==> config.mk <==
export PLATFORM = sky130hd
export DESIGN_NAME = fetch_unit
export DESIGN_NICKNAME = d
export VERILOG_FILES = /design/src/rtl/pillar_pkg.sv /design/src/rtl/fetch_fifo.sv /design/src/rtl/fetch_unit.sv
export SDC_FILE = /design/constraint.sdc
export NUM_CORES = 1
export LEC_CHECK = 0
export ABC_AREA = 1
export BUFFER_PORTS_ARGS = -buffer_cell sky130_fd_sc_hd__clkbuf_2
export CAP_MARGIN = 30
export CORE_ASPECT_RATIO = 1.25
export CORE_MARGIN = 5
export CORE_UTILIZATION = 62
export CTS_BUF_LIST = sky130_fd_sc_hd__clkbuf_8
export CTS_CLUSTER_SIZE = 20
export DETAILED_ROUTE_END_ITERATION = 8
export GPL_TIMING_DRIVEN = 0
export PLACE_DENSITY = 0.88
export RECOVER_POWER = 50
export SYNTH_ARGS = -nofsm -noshare
export SYNTH_HDL_FRONTEND = slang
export SYNTH_SLANG_ARGS = --single-unit
==> constraint.sdc <==
create_clock -name clk -period 11.35 [get_ports clk]
set_input_delay 2.27 -clock clk [delete_from_list [all_inputs] [get_ports clk]]
set_output_delay 2.27 -clock clk [all_outputs]
set_load 0.01 [all_outputs]
==> src/rtl/pillar_pkg.sv <==
// Shared constants and fetch FSM encoding for the front end of the core.
package pillar_pkg;
  localparam int XLEN        = 32;
  localparam int INSTR_BYTES = 4;
  localparam logic [XLEN-1:0] RESET_VECTOR = 32'h0;

  typedef enum logic [1:0] {
    S_IDLE  = 2'd0,
    S_REQ   = 2'd1,
    S_DRAIN = 2'd2
  } fetch_state_e;
endpackage

==> src/rtl/fetch_fifo.sv <==
// Small synchronous FIFO of {pc, instr} entries; the head reads as zero when empty.
module fetch_fifo #(
  parameter int W     = 64,
  parameter int DEPTH = 2
) (
  input  logic                   clk,
  input  logic                   rst_n,
  input  logic                   i_push,
  input  logic                   i_pop,
  input  logic                   i_flush,
  input  logic [W-1:0]           i_data,
  output logic [$clog2(DEPTH):0] o_count,
  output logic [W-1:0]           o_head
);
  localparam int PTR_W = $clog2(DEPTH);
  localparam int CNT_W = PTR_W + 1;

  logic [W-1:0]     r_mem [DEPTH];
  logic [PTR_W-1:0] r_wr;
  logic [PTR_W-1:0] r_rd;
  logic [CNT_W-1:0] r_count;

  always_ff @(posedge clk or negedge rst_n) begin
    if (!rst_n) begin
      r_wr    <= '0;
      r_rd    <= '0;
      r_count <= '0;
    end else if (i_flush) begin
      r_wr    <= '0;
      r_rd    <= '0;
      r_count <= '0;
    end else begin
      if (i_push) r_wr <= r_wr + PTR_W'(1);
      if (i_pop)  r_rd <= r_rd + PTR_W'(1);
      r_count <= r_count + CNT_W'(i_push) - CNT_W'(i_pop);
    end
  end

  // Storage carries no reset; the head is masked while the FIFO is empty.
  always_ff @(posedge clk) begin
    if (i_push && !i_flush) r_mem[r_wr] <= i_data;
  end

  assign o_count = r_count;
  assign o_head  = (r_count != '0) ? r_mem[r_rd] : '0;
endmodule

==> src/rtl/fetch_unit.sv <==
// Instruction fetch stage: owns the PC, issues one read at a time to RAM and buffers
// fetched words with their PCs for the control unit.
module fetch_unit
  import pillar_pkg::*;
#(
  parameter int                ADDR_W     = XLEN,
  parameter int                DATA_W     = XLEN,
  parameter logic [ADDR_W-1:0] RESET_PC   = ADDR_W'(RESET_VECTOR),
  parameter int                FIFO_DEPTH = 2
) (
  input  logic              clk,
  input  logic              reset,
  output logic              mem_req_o,
  output logic [ADDR_W-1:0] mem_addr_o,
  input  logic              mem_ack_i,
  input  logic [DATA_W-1:0] mem_data_i,
  input  logic              redirect_i,
  input  logic [ADDR_W-1:0] redirect_pc_i,
  output logic              instr_valid_o,
  output logic [DATA_W-1:0] instr_o,
  output logic [ADDR_W-1:0] instr_pc_o,
  input  logic              instr_ready_i
);
  localparam int                CNT_W   = $clog2(FIFO_DEPTH) + 1;
  localparam logic [CNT_W-1:0]  DEPTH_C = CNT_W'(FIFO_DEPTH);
  localparam logic [CNT_W-1:0]  LAST_C  = CNT_W'(FIFO_DEPTH - 1);
  localparam logic [ADDR_W-1:0] PC_STEP = ADDR_W'(INSTR_BYTES);

  fetch_state_e               r_state;
  fetch_state_e               w_state_nxt;
  logic [ADDR_W-1:0]          r_pc;
  logic [ADDR_W-1:0]          r_drain_addr;
  logic [ADDR_W-1:0]          w_redir_pc;
  logic [CNT_W-1:0]           w_count;
  logic [ADDR_W+DATA_W-1:0]   w_head;
  logic                       w_push;
  logic                       w_pop;

  assign w_redir_pc = redirect_pc_i & ~ADDR_W'(INSTR_BYTES - 1);
  assign w_push     = (r_state == S_REQ) && mem_ack_i && !redirect_i;
  assign w_pop      = instr_valid_o && instr_ready_i && !redirect_i;

  always_comb begin
    w_state_nxt = r_state;
    unique case (r_state)
      S_IDLE: begin
        if (redirect_i || (w_count < DEPTH_C)) w_state_nxt = S_REQ;
      end
      S_REQ: begin
        if (redirect_i) begin
          w_state_nxt = mem_ack_i ? S_REQ : S_DRAIN;
        end else if (mem_ack_i && !w_pop && (w_count >= LAST_C)) begin
          // This push fills the last slot; no room to issue another read.
          w_state_nxt = S_IDLE;
        end
      end
      S_DRAIN: begin
        if (mem_ack_i) w_state_nxt = S_REQ;
      end
      default: w_state_nxt = S_IDLE;
    endcase
  end

  always_ff @(posedge clk or negedge reset) begin
    if (!reset) begin
      r_state <= S_IDLE;
      r_pc    <= RESET_PC;
    end else begin
      r_state <= w_state_nxt;
      if (redirect_i)  r_pc <= w_redir_pc;
      else if (w_push) r_pc <= r_pc + PC_STEP;
    end
  end

  // The abandoned request keeps its address on the bus until RAM acks it.
  always_ff @(posedge clk) begin
    if ((r_state == S_REQ) && redirect_i && !mem_ack_i) r_drain_addr <= r_pc;
  end

  assign mem_req_o  = (r_state == S_REQ) || (r_state == S_DRAIN);
  assign mem_addr_o = (r_state == S_DRAIN) ? r_drain_addr :
                      (r_state == S_REQ)   ? r_pc         : '0;

  fetch_fifo #(
    .W     (ADDR_W + DATA_W),
    .DEPTH (FIFO_DEPTH)
  ) u_fifo (
    .clk     (clk),
    .rst_n   (reset),
    .i_push  (w_push),
    .i_pop   (w_pop),
    .i_flush (redirect_i),
    .i_data  ({r_pc, mem_data_i}),
    .o_count (w_count),
    .o_head  (w_head)
  );

  assign instr_valid_o         = (w_count != '0);
  assign {instr_pc_o, instr_o} = w_head;
endmodule

Yosys cells after proc, flatten, opt, wreduce, memory -nomap -nowiden
Memories as Yosys holds them, arrays and structs flattened.
Cells that the tools add are included.
{ "totals": {"regBits": 70, "ram_bits": 128, "in_bits": 69, "output_inout_bits": 98, "elab_cells": 56, "mem_count": 1} }
{ "memory_table": {"columns": ["memory", "depth", "width", "rd", "rd_clocked_by_memory_dff", "write_ports", "line", "text"], "rows": [
  ["u_fifo.r_mem", 2, 64, 1, 0, 1, "fetch_fifo.sv:18", "logic [W-1:0] r_mem [DEPTH];"]
]} }
{ "op_classes": {"addsub": 5, "magnitude_cmp": 2, "eq_ne": 5, "mux": 18, "n_reduce_logical": 19} }
{ "ops": {"columns": ["cell", "n"], "rows": [
  ["two-way mux 32 bit", 4],
  ["two-way mux 64 bit", 1],
  ["adder 32 x 3 -> 32 bit, second input constant", 1],
  ["two-way mux 2 bit", 6],
  ["logical AND 1 bit", 9],
  ["two-way mux 1 bit", 6],
  ["one-hot mux 2 bit (3 select lines)", 1],
  ["nonzero test 2 bit", 3],
  ["inequality test 2 bit, second input constant", 2],
  ["zero test 1 bit", 3],
  ["inequality test 3 x 2 -> 1 bit, second input constant", 1],
  ["AND reduction 3 bit", 1],
  ["adder 1 bit, second input constant", 2],
  ["adder 2 x 1 -> 2 bit", 1],
  ["== test 2 x 1 -> 1 bit, second input constant", 1],
  ["== test 2 bit, second input constant", 1],
  [">= comparator 2 x 1 -> 1 bit, second input constant", 1],
  ["zero test 2 bit", 1],
  ["logical OR 1 bit", 2],
  ["< comparator 2 bit, second input constant", 1],
  ["subtractor 2 x 1 -> 2 bit", 1]
]} }

Depth between registers and ports, before layout
{ "depth": {"ltp_word": 9, "depth_mapped": 11, "mapped_depth_nobuf": 11} }

By module
From an unflattened synthesis, not the netlist that was laid out.
{ "unflattened": {"cells_unflattened": 867, "hier_area_um2": 8769.7} }
{ "modules_own_cells": {"columns": ["mod", "n_inst", "cells_each", "area_each_um2", "seq_area_each_um2"], "rows": [
  ["fetch_fifo", 1, 368, 4986.0, 3943.8],
  ["fetch_unit", 1, 499, 3783.6, 1701.6]
]} }

Least setup slack after synthesis
Ideal clock, no wire load.
{ "synth_path": {"path_kind": "input -> register", "startpoint": "input port redirect_i", "endpoint": "memory u_fifo.r_mem[0][0], enable pin", "setup_ns": 0.483, "t_arrival_ns": 5.351, "required_time_ns": 10.867, "path_slack_ns": 5.516, "stages": 4, "n_path_buf": 1, "cell_sequence": "buf_2 > nor2_4 > inv_2 > nor2_1"} }
{ "synth_between": {"elab_chain_cells": 5} }
{ "synth_rtl": {"columns": ["element", "line", "text"], "rows": [
  ["from (decl)", "fetch_unit.sv:17", "input logic redirect_i,"],
  ["zero test 1 bit (*)", "fetch_fifo.sv:41, fetch_unit.sv:40", null],
  ["logical AND 1 bit", "fetch_unit.sv:40", "assign w_push = (r_state == S_REQ) && mem_ack_i && !redirect_i;"],
  ["logical AND 1 bit (*)", "fetch_fifo.sv:41", "if (i_push && !i_flush) r_mem[r_wr] <= i_data;"],
  ["two-way mux 1 bit (*)", "fetch_fifo.sv:41", null],
  ["two-way mux 1 bit (not written as such) (*)", "fetch_fifo.sv:41", null],
  ["to (decl)", "fetch_fifo.sv:18", null]
]} }
Every way passes the cells marked *; elsewhere a longest branch is shown, timed or not.

Final worst setup path
{ "layout_path": {"startpoint": "register r_state[0]", "endpoint": "output port mem_addr_o[12]"} }
{ "layout_between": {"elab_chain_cells": 3, "word_cells_on_any_way": 4, "classes_between": "eq/ne (2); mux (2)"} }
{ "layout_rtl": {"columns": ["element", "line", "text"], "rows": [
  ["from (decl)", "fetch_unit.sv:29", "fetch_state_e r_state;"],
  ["from (signal assigned)", "fetch_unit.sv:69", "r_state <= w_state_nxt;"],
  ["== test 2 x 1 -> 1 bit", "fetch_unit.sv:82", "(r_state == S_REQ) ? r_pc : '0;"],
  ["two-way mux 32 bit", "fetch_unit.sv:82", null],
  ["two-way mux 32 bit (*)", "fetch_unit.sv:81", "assign mem_addr_o = (r_state == S_DRAIN) ? r_drain_addr :"],
  ["to (decl)", "fetch_unit.sv:14", "output logic [ADDR_W-1:0] mem_addr_o,"]
]} }
Marks and branches as above.

==> impl_metrics.tcl <==
set metrics [dict create \
    cts_hold_buf 0 \
    pin_count 167 \
    reg2reg_slack_ps 7730 \
    htreeDepth 4 \
    syn_inst 842 \
    worstMarginPinSlew_ps 1750 \
    synthTopCellsByCount "nand2_1 (293), edfxtp_1 (154), a21oi_1 (69)" \
    clockBufferDepth 2 \
    clkLatencyLatePin_ps 470 \
    rows 47 \
    clk_pin_slew_ps 100 \
    status "complete, but fails checks" \
    place_ws_ps 7010 \
    finalClockSkew_ps 15.2 \
    num_antenna_cells 0 \
    num-fill-cells 986 \
    die-width_um 115 \
    r2r_cells 9 \
    grt_start_max_net_pins 31 \
    worstPathRequired_ps 9080 \
    violations "max-capacitance violations, max-slew violations" \
    gp_congestion 0.933 \
    synth_edf_count 154 \
    cts_sinks 190 \
    drive_above_1_share 0.194 \
    route.detailed.drc 0 \
    coreArea_um2 13300 \
    grt_pass1_vias 6508 \
    vias_per_cell 5.57 \
    cts_resized 0 \
    startpoint_type "flip-flop" \
    layout_setup_ws_ps 6490 \
    cp.arrival_ps 2590 \
    crit_family "buffers and inverters" \
    grt_pass1_wl_um 33800 \
    nets 1105 \
    peakVddDrop_uv 132 \
    synth_warnings 0 \
    cp_slowest_cell "dfrtp_1" \
    postRouteAntennaNets 0 \
    synth.area.top_cells "edfxtp_1 (55%), nand2_1 (13%), dfrtp_1 (11%)" \
    synth_top_area_cell "edfxtp_1" \
    async_flop_share 0.189 \
    crit_chain "inv_1 > ha_1 > buf_2 > inv_1 > nand2_1 > clkbuf_1 > o21ai_0 > clkbuf_2" \
    timing.rr.start "r_state[1]" \
    critical_path_buf_inv_count 5 \
    synth_most_common_cell "nand2_1" \
    worstHoldEndpoint "u_fifo.r_wr" \
    ys_seq_area_frac 0.651 \
    routed_wl_um 21400 \
    slowest_delay_ps 410 \
    min_path_cells 2 \
    timing.final.crit_period_ps 4860 \
    antenna_found_initial 0 \
    io_buffers 159 \
    finalHoldViolCount 0 \
    synthesis.area_um2 8480 \
    synthToLayoutAreaGrowth_pct 16.7 \
    r2r-end "u_fifo.r_mem[1][5]" \
    finalCritPeriodShare 0.428 \
    hp-class "reg -> reg" \
    rsz0062_at_grt "false" \
    vias 6753 \
    maxSlewHeadroom -0.169 \
    fin_setup_tns_ps 0 \
    drv_slew 30 \
    cts_setup_buffers 0 \
    fmax_ghz 0.206 \
    drt_pre_antenna_iters 5 \
    drt-initial-drc-count 671 \
    endpoint_kind "output pin" \
    dp.final_hpwl_um 15500 \
    synth.ff_latch_count 190 \
    wl_per_cell_um 17.6 \
    critical_path_peak_fanout 10 \
    cts-root-buf "clkbuf_8" \
    initial_core_util 0.635 \
    ys_types 34 \
    die_h_um 141 \
    power.density_nw_per_um2 192 \
    critPathMostFrequentCell "inv_1" \
    dieArea_um2 16100 \
    grtUsageTotal 0.274 \
    synth.avg_cell_area_um2 10.1 \
    cap_violations 1 \
    cts_tree "done" \
    hp-start "u_fifo.r_wr" \
    numCtsBuffers 17 \
    synth-main-ff-cell "edfxtp_1" \
    grt.overflow.total 0 \
    critPathKind "reg -> out" \
    setup_viol 0 \
    p_leak_nw 4.04 \
    synth_top_area_share 0.545 \
]
[area by class of cell]
type | count | area (µm²) | area share
Sequential cell | 190 | 5530 | 0.558
Multi-Input combinational cell | 558 | 2530 | 0.256
Timing Repair Buffer | 165 | 877 | 0.0886
Clock buffer | 17 | 234 | 0.0236
Inverter | 59 | 223 | 0.0225
Tap cell | 171 | 214 | 0.0216
Buffer | 38 | 175 | 0.0177
Clock inverter | 15 | 114 | 0.0115
[worst min-delay path, stage by stage, from the launching register on]
cell      delay (ps)
dfrtp_1          390
inv_1             70
o21bai_1          70
[routing by layer]
layer	vias up	GRT usage	wire length, µm	share of wire
met5	-	0	0	0
li1	3186	-	-	-
met1	3134	0.341	7940	0.37
met4	0	0.113	810	0.038
met3	65	0.0664	1890	0.088
met2	368	0.457	10800	0.50
[power by group]
group / switching [mW] / total [mW] / internal (mW)
clock: 0.244 / 0.399 / 0.154
sequential: 0.0643 / 0.918 / 0.853
combinational: 0.397 / 0.580 / 0.183
total: 0.705 / 1.90 / 1.19
[flip-flops by register name (all words and copies together) (netlist names)]
signal / cells
r_pc: 30
u_fifo.r_mem: 124
r_drain_addr: 30
u_fifo.r_wr: 1
r_state: 2
u_fifo.o_count: 2
u_fifo.r_rd: 1
[kinds of logic after synthesis]
kind of cell	Yosys count	synth area share
fa+ha+maj	7	0.0103
other cells	1	0.000442
compound gates	130	0.0804
buf+inv	97	0.0485
simple gates	409	0.201
flops	190	0.651
xor+xnor	8	0.00826
[cell usage in the layout, fill, tap and decap left out, types with 10 or more instances in the layout]
| cell | n |
|---|---|
| inv_1 | 58 |
| nand3_1 | 39 |
| clkbuf_2 | 135 |
| nand2_1 | 294 |
| clkbuf_1 | 55 |
| a21oi_1 | 69 |
| nor2_1 | 48 |
| nor2_2 | 10 |
| o21ai_0 | 45 |
| dfrtp_1 | 36 |
| clkbuf_8 | 17 |
| edfxtp_1 | 154 |
[worst max-delay path by stage]
stage                    start                  end  depth (start not counted)
finish              r_state[0]       mem_addr_o[12]                          8
global route        r_state[0]       mem_addr_o[16]                          8
CTS                 r_state[0]       mem_addr_o[11]                          8
detailed placement  r_state[0]       mem_addr_o[28]                          8
global placement     mem_ack_i  u_fifo.r_mem[0][54]                          5
floorplan           redirect_i   u_fifo.r_mem[0][0]                          4
[per-stage QoR]
stage	std cells	cell area (µm²)	hold WS [ps]	power (mW)	utilization
floorplan	845	8490	500	1.26	-
global placement	1175	9500	533	1.50	0.712
detailed placement	1181	9650	544	1.52	0.723
CTS	1213	9990	565	1.91	0.749
global route	1213	9900	582	2.01	0.741
finish	1213	9900	561	1.90	0.741
(Power assumes the default switching activity.)
